## src/rtl/speed_set_pkg.sv

```systemverilog
// Shared constants, speed-index type and default half-period table for the speed_set divider.
package speed_set_pkg;

   localparam int NUM_SPEEDS = 32'd4;
   localparam int CNT_W      = 32'd20;
   localparam int SPEED_W    = $clog2(NUM_SPEEDS);

   typedef logic [SPEED_W-1:0] speed_idx_t;

   // clk cycles per clk_out half-period, index 0 = slowest
   localparam int HALF_DEFAULT [NUM_SPEEDS] = '{32'd500000, 32'd250000, 32'd125000, 32'd62500};

   function automatic speed_idx_t next_speed(input speed_idx_t idx);
      speed_idx_t nxt;
      if (idx == speed_idx_t'(NUM_SPEEDS - 32'sd1)) begin
         nxt = '0;
      end else begin
         nxt = idx + speed_idx_t'(32'd1);
      end
      return nxt;
   endfunction

endpackage

```

## src/rtl/btn_edge_sync.sv

```systemverilog
// Two-flop synchronizer for an asynchronous button level followed by a registered
// rising-edge detector; emits a one-cycle pulse three clk edges after the input rises.
module btn_edge_sync (
   input  logic clk,
   input  logic reset,
   input  logic din,
   output logic pulse
);

   logic sync1_r;
   logic sync2_r;
   logic prev_r;
   logic pulse_r;

   // synchronizer chain and registered edge pulse
   always_ff @(posedge clk or posedge reset) begin
      if (reset) begin
         sync1_r <= 1'b0;
         sync2_r <= 1'b0;
         prev_r  <= 1'b0;
         pulse_r <= 1'b0;
      end else begin
         sync1_r <= din;
         sync2_r <= sync1_r;
         prev_r  <= sync2_r;
         pulse_r <= sync2_r & ~prev_r;
      end
   end

   assign pulse = pulse_r;

endmodule

```

## src/rtl/speed_set.sv

```systemverilog
// Programmable 50%-duty clock divider; each button press steps to the next faster speed,
// and a new speed is only adopted at a half-period boundary so clk_out never emits a runt.
module speed_set
   import speed_set_pkg::*;
#(
   parameter int HALF0 = HALF_DEFAULT[0],
   parameter int HALF1 = HALF_DEFAULT[1],
   parameter int HALF2 = HALF_DEFAULT[2],
   parameter int HALF3 = HALF_DEFAULT[3]
) (
   output logic clk_out,
   input  logic speed_toggle,
   input  logic clk,
   input  logic reset
);

   logic              press_s;
   logic              terminal_s;
   logic [CNT_W-1:0]  half_m1_s;
   logic [CNT_W-1:0]  cnt_r;
   logic              clk_out_r;
   speed_idx_t        speed_idx_r;
   speed_idx_t        active_idx_r;

   btn_edge_sync u_btn_edge_sync (
      .clk   (clk),
      .reset (reset),
      .din   (speed_toggle),
      .pulse (press_s)
   );

   // terminal count for the speed currently driving the divider
   always_comb begin
      half_m1_s = CNT_W'(HALF0 - 32'sd1);
      case (active_idx_r)
         2'd0:    half_m1_s = CNT_W'(HALF0 - 32'sd1);
         2'd1:    half_m1_s = CNT_W'(HALF1 - 32'sd1);
         2'd2:    half_m1_s = CNT_W'(HALF2 - 32'sd1);
         2'd3:    half_m1_s = CNT_W'(HALF3 - 32'sd1);
         default: half_m1_s = CNT_W'(HALF0 - 32'sd1);
      endcase
   end

   assign terminal_s = (cnt_r == half_m1_s);

   // requested speed: advances on every synchronized press, wrapping to slowest
   always_ff @(posedge clk or posedge reset) begin
      if (reset) begin
         speed_idx_r <= '0;
      end else if (press_s) begin
         speed_idx_r <= next_speed(speed_idx_r);
      end else begin
         speed_idx_r <= speed_idx_r;
      end
   end

   // divider: the requested speed is latched only when a half-period completes
   always_ff @(posedge clk or posedge reset) begin
      if (reset) begin
         cnt_r        <= '0;
         clk_out_r    <= 1'b0;
         active_idx_r <= '0;
      end else if (terminal_s) begin
         cnt_r        <= '0;
         clk_out_r    <= ~clk_out_r;
         active_idx_r <= speed_idx_r;
      end else begin
         cnt_r        <= cnt_r + CNT_W'(32'd1);
         clk_out_r    <= clk_out_r;
         active_idx_r <= active_idx_r;
      end
   end

   assign clk_out = clk_out_r;

endmodule

```

## config.mk

```make
export PLATFORM = sky130hd
export DESIGN_NAME = speed_set
export DESIGN_NICKNAME = d
export VERILOG_FILES = /design/src/rtl/speed_set_pkg.sv /design/src/rtl/btn_edge_sync.sv /design/src/rtl/speed_set.sv
export SDC_FILE = /design/constraint.sdc
export NUM_CORES = 1
export LEC_CHECK = 0
export CAP_MARGIN = 10
export CORE_ASPECT_RATIO = 1.25
export CORE_MARGIN = 10
export CORE_UTILIZATION = 59
export CTS_BUF_LIST = sky130_fd_sc_hd__clkbuf_4 sky130_fd_sc_hd__clkbuf_8 sky130_fd_sc_hd__clkbuf_16
export CTS_CLUSTER_SIZE = 40
export DETAILED_ROUTE_END_ITERATION = 10
export MAX_ROUTING_LAYER = met4
export PLACE_DENSITY_LB_ADDON = 0.08
export SKIP_LAST_GASP = 1
export SLEW_MARGIN = 20
export SYNTH_ARGS = -nofsm -noshare
export SYNTH_HDL_FRONTEND = slang
export SYNTH_SLANG_ARGS = --single-unit
export TNS_END_PERCENT = 10
```

## constraint.sdc

```tcl
create_clock -name clk -period 2.2 [get_ports clk]
set_input_delay 0.22 -clock clk [delete_from_list [all_inputs] [get_ports clk]]
set_output_delay 0.22 -clock clk [all_outputs]
set_load 0.05 [all_outputs]
```

==> impl_metrics.env, run 1 <==
export IMPL_die_x_um=64.42
export IMPL_portBuffers=3
export IMPL_hold_slack_ps=249.5
export IMPL_first_pass_iters=4
export IMPL_insertion_delay_ps=330
export IMPL_max_freq_mhz=484.3
export IMPL_place_congestion=0.9098
export IMPL_power_mw=1.090
export IMPL_finalClockSkew_ps=13.93
export IMPL_required_ps=2420
export IMPL_rsz0062_at_grt="false"
export IMPL_end_kind="flop"
export IMPL_vdd_ir_drop_max_mv=0.6136
export IMPL_p_leak_nw=0.7399
export IMPL_cts_hold_fix_buffers=0
export IMPL_finalCriticalPeriod_ps=2065
export IMPL_antenna_cells=0
export IMPL_initial_utilization_pct=60.57
export IMPL_netlist_area_sq_um=1455
export IMPL_worst_r2r_path_depth=5
export IMPL_synth_top_area_share_pct=49.87
export IMPL_path_clk_slew_ps=100
export IMPL_dieArea_sq_um=4865
export IMPL_regToRegSetupSlack_ps=140
export IMPL_fillers=208
export IMPL_dr_total_vias=1064
export IMPL_yosysUniqueCellTypes=36
export IMPL_ios=4
export IMPL_dieHeight_um=75.53
export IMPL_grt_pass1_vias=1080
export IMPL_cp_arrival_ps=2280
export IMPL_drt_iter0_drc=31
export IMPL_drv_slew=0
export IMPL_core_rowCount=20
export IMPL_drive_gt1_share_pct=15.72
export IMPL_cts_sinks=29
export IMPL_maxCapViolCount=0
export IMPL_grt_pass1_wl_um=4988
export IMPL_hp_class="in2async"
export IMPL_drcViolationCount=0
export IMPL_tightest_slew_ps=576.1
export IMPL_synth_cells=144
export IMPL_setup_violations=0
export IMPL_ys_ff_latch=29
export IMPL_fin_crit_sh_pct=93.86
export IMPL_wl_per_cell_um=14.25
export IMPL_antenna_found_initial=0
export IMPL_rr_startpoint="active_idx_r[1]"
export IMPL_synth_top_area_cell="dfrtp_1"
export IMPL_wl_um=2736
export IMPL_viasPerCell=5.542
export IMPL_syn_avg_cell_area_sq_um=10.11
export IMPL_final_core_util_pct=68.70
export IMPL_core_area_sq_um=2402
export IMPL_fin_setup_tns_ps=0
export IMPL_drtAntennaViolNets=0
export IMPL_start_kind="flop"
export IMPL_power_density_nw_per_um2=660.3
export IMPL_grt_overflow=0
export IMPL_area_sequential_sq_um=725.7
export IMPL_fin_cells=192
export IMPL_seq_area_frac_synth_pct=49.87
export IMPL_r2r_end="active_idx_r[1]"
export IMPL_track_usage_pct=13.57
export IMPL_synth_area_leaders="dfrtp_1 (50%), nor2_1 (6.4%), xnor2_1 (6.0%)"
export IMPL_critical_path_peak_fanout=6
export IMPL_cts_buffers=5
export IMPL_root_buffer="clkbuf_4"
export IMPL_grt_max_degree=30
export IMPL_slew_headroom_pct=61.24
export IMPL_final_hold_viol_count=0
export IMPL_syn_num_nets=149
export IMPL_final_nets=163
export IMPL_cts_tree="done"
export IMPL_cts_max_level=2
export IMPL_multi_input_area_sq_um=685.7
export IMPL_dp_hpwl_um=1999
export IMPL_status="finished clean"
export IMPL_yosysWarnings=0
export IMPL_cts_max_path_buffers=2
export IMPL_dp_cells=184
export IMPL_critical_path_class="reg2reg"
export IMPL_synthToLayoutAreaGrowth_pct=13.41
[cell usage after synthesis]
| master | count |
|---|---|
| nand2b_1 | 1 |
| nor2b_1 | 6 |
| nor4bb_1 | 1 |
| nand4_1 | 2 |
| nor4b_1 | 1 |
| nand4b_1 | 1 |
| o41ai_1 | 1 |
| nand3b_1 | 1 |
| and3_1 | 3 |
| a31oi_1 | 1 |
| xnor2_1 | 10 |
| o21ba_2 | 1 |
| inv_2 | 1 |
| a222oi_1 | 1 |
| dfrtp_1 | 29 |
| a221oi_1 | 1 |
| maj3_2 | 1 |
| a21o_1 | 1 |
| nor3_1 | 2 |
| mux2_2 | 4 |
| or3_1 | 1 |
| buf_2 | 1 |
| buf_4 | 2 |
| nor4_1 | 1 |
| maj3_1 | 1 |
| inv_1 | 3 |
| and4_1 | 2 |
| mux2i_1 | 1 |
| ha_1 | 2 |
| xor2_1 | 10 |
| o21ai_0 | 4 |
| nand2_1 | 12 |
| nand3_1 | 8 |
| or2_2 | 1 |
| buf_6 | 1 |
| nor2_1 | 25 |
[how the worst max path moves through the flow]
stage,start,endpoint,slack [ps],cells past startpoint
after floorplan,cnt_r[11],cnt_r[15],330,7
after global placement,active_idx_r[1],clk_out,160,6
after detailed placement,active_idx_r[1],clk_out,50,6
after CTS,active_idx_r[1],clk_out,20,6
after global routing,active_idx_r[1],clk_out,20,6
final,active_idx_r[1],active_idx_r[1],140,5
[placed cells by master (no fill, tap or decap), types with 2 or more instances in the layout]
cell	count
dfrtp_1	29
nor2_1	25
nand2_1	12
xor2_1	10
xnor2_1	10
nand3_1	8
buf_4	7
nor2b_1	6
clkbuf_4	6
o21ai_0	4
mux2_2	4
and3_1	3
inv_1	3
clkdlybuf4s50_1	3
nand4_1	2
nor3_1	2
ha_1	2
[metrics by stage]
stage          instance area (sq um)  setup slack [ps]
4_1_cts                         1644             19.66
6_report                        1650             135.1
5_1_grt                         1650             15.51
2_1_floorplan                   1455             326.3
3_3_place_gp                    1555             155.7
3_5_place_dp                    1555             54.87
[routing by layer]
layer	vias to the layer above	share of wire [%]	GRT usage [%]	wire length (um)
met2	11	50	21.93	1362
met5	-	0	-	0
met1	529	45	15.00	1241
met3	6	2.8	4.412	76
li1	518	-	-	-
met4	0	2.0	6.429	55
[registers in the layout, indices dropped and copies added (netlist names)]
name,cells
active_idx_r,2
u_btn_edge_sync.sync2_r,1
u_btn_edge_sync.prev_r,1
u_btn_edge_sync.sync1_r,1
cnt_r,20
clk_out,1
u_btn_edge_sync.pulse,1
speed_idx_r,2
[worst max-delay path, stage by stage, from the launching register on]
cell	delay [ps]
dfrtp_1	450
or3_1	390
a21o_1	190
a222oi_1	280
and4_4	320
mux2_2	340
[report_power, final]
group | internal, mW | switching, mW
logic | 0.0305 | 0.0236
clock network | 0.284 | 0.179
registers | 0.555 | 0.0176
total | 0.870 | 0.220
[kinds of logic (layout without fill, tap and decap cells)]
logic type	after synthesis	in the layout	share of synthesized area (%)
fa+ha+maj	4	4	3.181
mux	5	5	3.783
xor+xnor	20	20	12.04
flops	29	29	49.87
compound gates	10	10	4.902
simple gates	68	68	23.05
buf+inv	8	23	3.180
[area by class of cell]
| type | count | share of cell area (%) |
|---|---|---|
| Sequential cell | 29 | 43.97 |
| Clock inverter | 1 | 1.820 |
| Timing Repair Buffer | 11 | 5.686 |
| Multi-Input combinational cell | 107 | 41.55 |
| Clock buffer | 7 | 3.563 |
| Inverter | 4 | 0.9098 |
| Tap cell | 33 | 2.502 |
[timing repair]
item,CTS,global route
endpoints found under the setup margin,0,18
setup buffers,0,0
gates resized for setup,0,3
(Power assumes the default switching activity.)
==> run 2, diff against run 1 <==
--- a/config.mk
+++ b/config.mk
@@ -9,3 +9,3 @@
 export CORE_ASPECT_RATIO = 1.25
-export CORE_MARGIN = 10
+export CORE_MARGIN = 2
 export CORE_UTILIZATION = 59
@@ -21,2 +21 @@
 export SYNTH_SLANG_ARGS = --single-unit
-export TNS_END_PERCENT = 10
==> constraint.sdc (replaced) <==
create_clock -name clk -period 2.2 [get_ports clk]
set_input_delay 0.44 -clock clk [delete_from_list [all_inputs] [get_ports clk]]
set_output_delay 0.44 -clock clk [all_outputs]
set_load 0.05 [all_outputs]
==> impl_metrics.env, run 2 (synthesis results as in run 1) <==
export IMPL_p_leak_nw=0.7147
export IMPL_cts_setup_buffers=0
export IMPL_tightest_slew_ps=480.5
export IMPL_setup_violations=0
export IMPL_track_usage_pct=24.86
export IMPL_finalCriticalPeriod_ps=2095
export IMPL_slew_headroom_pct=67.67
export IMPL_place_congestion=0.8996
export IMPL_synthToLayoutAreaGrowth_pct=9.888
export IMPL_final_nets=161
export IMPL_cts_tree="done"
export IMPL_grt_pass1_vias=1064
export IMPL_core_area_sq_um=2377
export IMPL_final_cell_mix="dfrtp_1 (29), nor2_1 (25), nand2_1 (12)"
export IMPL_ios=4
export IMPL_pre_cts_slack_ps=121.1
export IMPL_cts_sinks=29
export IMPL_cts_max_level=2
export IMPL_drtAntennaViolNets=0
export IMPL_fin_crit_sh_pct=95.22
export IMPL_largest_register_ffs=20
export IMPL_fin_cells=189
export IMPL_root_buffer="clkbuf_4"
export IMPL_cts_hold_fix_buffers=0
export IMPL_fillers=207
export IMPL_cp_arrival_ps=2300
export IMPL_insertion_delay_ps=320
export IMPL_path_clk_slew_ps=80
export IMPL_antenna_found_initial=0
export IMPL_start_kind="flop"
export IMPL_required_ps=2410
export IMPL_critical_path_class="reg2reg"
export IMPL_critical_path_peak_fanout=8
export IMPL_grt_busiest_layer="met2"
export IMPL_fin_setup_tns_ps=0
export IMPL_wl_um=2809
export IMPL_dieArea_sq_um=2882
export IMPL_dp_hpwl_um=2047
export IMPL_die_x_um=48.42
export IMPL_finalClockSkew_ps=4.196
export IMPL_largest_register="cnt_r"
export IMPL_grt_overflow=0
export IMPL_grt_max_degree=30
export IMPL_cts_repair_resized=0
export IMPL_power_uw=958.5
export IMPL_grt_pass1_wl_um=5043
export IMPL_rsz0062_at_grt="false"
export IMPL_antenna_cells=0
export IMPL_hold_slack_ps=362.9
export IMPL_core_rowCount=20
export IMPL_drive_gt1_share_pct=13.46
export IMPL_dp_cells=182
export IMPL_drv_slew=0
export IMPL_multi_input_area_sq_um=683.2
export IMPL_wl_per_cell_um=14.86
export IMPL_max_freq_mhz=477.4
export IMPL_portBuffers=3
export IMPL_status="finished clean"
export IMPL_first_pass_iters=4
export IMPL_end_kind="flop"
export IMPL_maxCapViolCount=0
export IMPL_drcViolationCount=0
export IMPL_cts_buffers=5
export IMPL_dieHeight_um=59.53
export IMPL_final_hold_viol_count=0
export IMPL_largestRegisters="cnt_r: 20 flops, active_idx_r: 2 flops, speed_idx_r: 2 flops"
export IMPL_vdd_ir_drop_max_mv=0.4950
export IMPL_grt_util_met3_pct=7.576
export IMPL_dr_total_vias=1054
export IMPL_use_met2_pct=41.07
export IMPL_hp_class="reg2reg"
export IMPL_final_common_cell="dfrtp_1"
export IMPL_power_density_nw_per_um2=599.4
export IMPL_initial_utilization_pct=61.21
export IMPL_viasPerCell=5.577
export IMPL_setup_slack_ps=105.2
export IMPL_drt_iter0_drc=53
export IMPL_met1_usage_pct=28.60
export IMPL_cts_max_path_buffers=2
export IMPL_area_sequential_sq_um=725.7
[run 2: final cells by class]
cell class / instances / share of cell area [%]
Sequential cell: 29 / 45.38
Multi-Input combinational cell: 107 / 42.72
Timing Repair Buffer: 9 / 4.695
Clock buffer: 7 / 3.678
Tap cell: 33 / 2.582
Inverter: 4 / 0.9390
[run 2: routing by layer]
| layer | share of wire, % | wire (um) | vias up |
|---|---|---|---|
| met1 | 43 | 1206 | 511 |
| met2 | 51 | 1420 | 26 |
| met4 | 2.2 | 63 | 0 |
| li1 | - | - | 511 |
| met5 | 0 | 0 | - |
| met3 | 4.2 | 118 | 6 |
[run 2: stage by stage]
step           utilization (%)  area (sq um)
2_1_floorplan                -          1455
3_3_place_gp             64.79          1540
3_5_place_dp             64.79          1540
4_1_cts                  67.26          1599
5_1_grt                  67.26          1599
6_report                 67.26          1599
[run 2: where the power goes]
| part | switching [mW] | total, mW | internal, mW |
|---|---|---|---|
| logic | 0.0237 | 0.0534 | 0.0296 |
| registers | 0.0179 | 0.573 | 0.555 |
| clock network | 0.169 | 0.332 | 0.163 |
| total | 0.211 | 0.958 | 0.748 |
[run 2: final timing paths]
check | slack, ps | cells past startpoint | endpoint | from
max in group asynchronous | 1430 | 3 | cnt_r[16] | reset
min in group asynchronous | 500 | 3 | cnt_r[5] | reset
setup reg to reg | 110 | 5 | active_idx_r[1] | active_idx_r[1]
hold / removal | 360 | 0 | u_btn_edge_sync.sync2_r | u_btn_edge_sync.sync1_r
hold reg to reg | 360 | 0 | u_btn_edge_sync.sync2_r | u_btn_edge_sync.sync1_r
setup / recovery | 110 | 5 | active_idx_r[1] | active_idx_r[1]
[run 2: worst max-delay path, cell delays in order (launching register included)]
cell and delay, ps:
dfrtp_1 480, or3_1 400, a21o_1 180, a222oi_1 240
and4_1 310, mux2_2 360
==> run 3, diff against run 2 <==
MAX_ROUTING_LAYER = not set   (was met4)
==> impl_metrics.env, run 3 (synthesis results as in run 1) <==
export IMPL_start_kind="flop"
export IMPL_fillers=206
export IMPL_antenna_found_initial=0
export IMPL_antenna_cells=0
export IMPL_whs_endpoint="u_btn_edge_sync.sync2_r"
export IMPL_root_buffer="clkbuf_4"
export IMPL_crit_family="simple AND/OR/NAND/NOR gates"
export IMPL_dp_hpwl_um=2047
export IMPL_place_congestion=0.8848
export IMPL_final_cell_mix="dfrtp_1 (29), nor2_1 (25), nand2_1 (12)"
export IMPL_r2r_end="active_idx_r[1]"
export IMPL_drtAntennaViolNets=0
export IMPL_fin_setup_tns_ps=0
export IMPL_crit_cells=5
export IMPL_status="finished clean"
export IMPL_cts_max_level=2
export IMPL_p_leak_nw=0.7148
export IMPL_maxCapViolCount=0
export IMPL_p_switching_uw=211.8
export IMPL_grt_max_degree=30
export IMPL_portBuffers=3
export IMPL_max_stage_delay_ps=480
export IMPL_cp_num_buf_inv=0
export IMPL_viasPerCell=5.561
export IMPL_cts_tree="done"
export IMPL_seq_power_share_pct=59.7
export IMPL_dieHeight_um=59.53
export IMPL_path_cells="or3_1 -> a21o_1 -> a222oi_1 -> and4_2 -> mux2_2"
export IMPL_tightest_slew_ps=481.1
export IMPL_cp_arrival_ps=2300
export IMPL_critPathSlowestCell="dfrtp_1"
export IMPL_required_ps=2410
export IMPL_die_x_um=48.42
export IMPL_final_nets=161
export IMPL_cts_sinks=29
export IMPL_synthToLayoutAreaGrowth_pct=9.974
export IMPL_largestRegisters="cnt_r: 20 flops, active_idx_r: 2 flops, speed_idx_r: 2 flops"
export IMPL_cts_max_path_buffers=2
export IMPL_comb_power_share_pct=5.6
export IMPL_min_from="u_btn_edge_sync.sync1_r"
export IMPL_rr_startpoint="active_idx_r[1]"
export IMPL_cts_hold_fix_buffers=0
export IMPL_drv_slew=0
export IMPL_finalCriticalPeriod_ps=2089
export IMPL_cts_buffers=5
export IMPL_initial_utilization_pct=61.21
export IMPL_final_common_cell="dfrtp_1"
export IMPL_grt_overflow=0
export IMPL_fin_crit_sh_pct=94.95
export IMPL_core_area_sq_um=2377
export IMPL_finalClockSkew_ps=6.005
export IMPL_pwr_share_clk_pct=34.7
export IMPL_dieArea_sq_um=2882
export IMPL_dr_total_vias=1051
export IMPL_setup_violations=0
export IMPL_regToRegSetupSlack_ps=110
export IMPL_first_pass_iters=4
export IMPL_critical_path_peak_fanout=8
export IMPL_path_clk_slew_ps=80
export IMPL_critical_path_class="reg2reg"
export IMPL_grt_pass1_wl_um=5037
export IMPL_final_hold_viol_count=0
export IMPL_core_rowCount=20
export IMPL_grt_pass1_vias=1069
export IMPL_wl_um=2839
export IMPL_drcViolationCount=0
export IMPL_wl_per_cell_um=15.02
export IMPL_sw_frac_of_total_pct=22.07
export IMPL_power_density_nw_per_um2=599.7
export IMPL_min_path_cells=0
export IMPL_track_usage_pct=24.00
export IMPL_ios=4
export IMPL_final_core_util_pct=67.32
export IMPL_end_kind="flop"
export IMPL_drive_gt1_share_pct=14.10
export IMPL_slew_headroom_pct=67.63
export IMPL_drt_iter0_drc=53
export IMPL_worst_r2r_path_depth=5
export IMPL_hp_class="reg2reg"
export IMPL_largest_register="cnt_r"
export IMPL_rsz0062_at_grt="false"
export IMPL_largest_register_ffs=20
export IMPL_vdd_ir_drop_max_mv=0.4958
export IMPL_p_int_uw=747.9
export IMPL_max_freq_mhz=478.7
export IMPL_insertion_delay_ps=330
-- run 3: cell counts in the layout (fill, tap and decap cells not counted) --
No cell type changed its count.
-- run 3: per-layer routing --
layer / part of all wire (%) / vias to the layer above / track usage [%]
met2: 51 / 23 / 41.27
li1: - / 508 / -
met1: 44 / 516 / 28.10
met5: 0 / - / 0
met3: 4.1 / 4 / 7.576
met4: 1.3 / 0 / 10.20
-- run 3: repair_timing --
| item | 4_1_cts | 5_1_grt |
|---|---|---|
| setup buffers | 0 | 0 |
| endpoints found under the setup margin | 0 | 1 |
| gates resized for setup | 0 | 1 |
-- run 3: layout make-up --
type	instances	area, sq um	share of cell area (%)
clock buffers	7	58.81	3.675
inverters	4	15.01	0.9382
multi-input cells	107	684.4	42.77
flip-flops and latches	29	725.7	45.35
well taps	33	41.29	2.580
repair buffers	9	75.07	4.691
-- run 3: worst max path at each step --
stage / start / to / slack [ps]
final: active_idx_r[1] / active_idx_r[1] / 110
after global routing: cnt_r[0] / active_idx_r[1] / 20
after CTS: active_idx_r[1] / active_idx_r[1] / 110
after detailed placement: active_idx_r[1] / active_idx_r[1] / 120
after global placement: active_idx_r[1] / active_idx_r[0] / 190
after floorplan: cnt_r[11] / cnt_r[15] / 330
-- run 3: power groups by stage --
stage	Clock (mW)	Combinational [mW]	Sequential, mW
after floorplan	0	0.0420	0.579
after CTS	0.342	0.0556	0.574
after detailed placement	0	0.0556	0.584
after global placement	0	0.0512	0.582
final	0.333	0.0533	0.573
after global routing	0.372	0.0650	0.579
-- run 3: per-stage QoR --
step,hold slack (ps),area (sq um),cells,total power [mW],setup slack [ps]
finish,362.3,1600,189,0.9596,111.0
global route,370.4,1600,189,1.016,18.67
CTS,365.7,1599,189,0.9707,109.6
detailed placement,346.6,1540,182,0.6399,121.1
global placement,335.7,1540,182,0.6336,187.8
floorplan,331.2,1455,144,0.6209,326.3
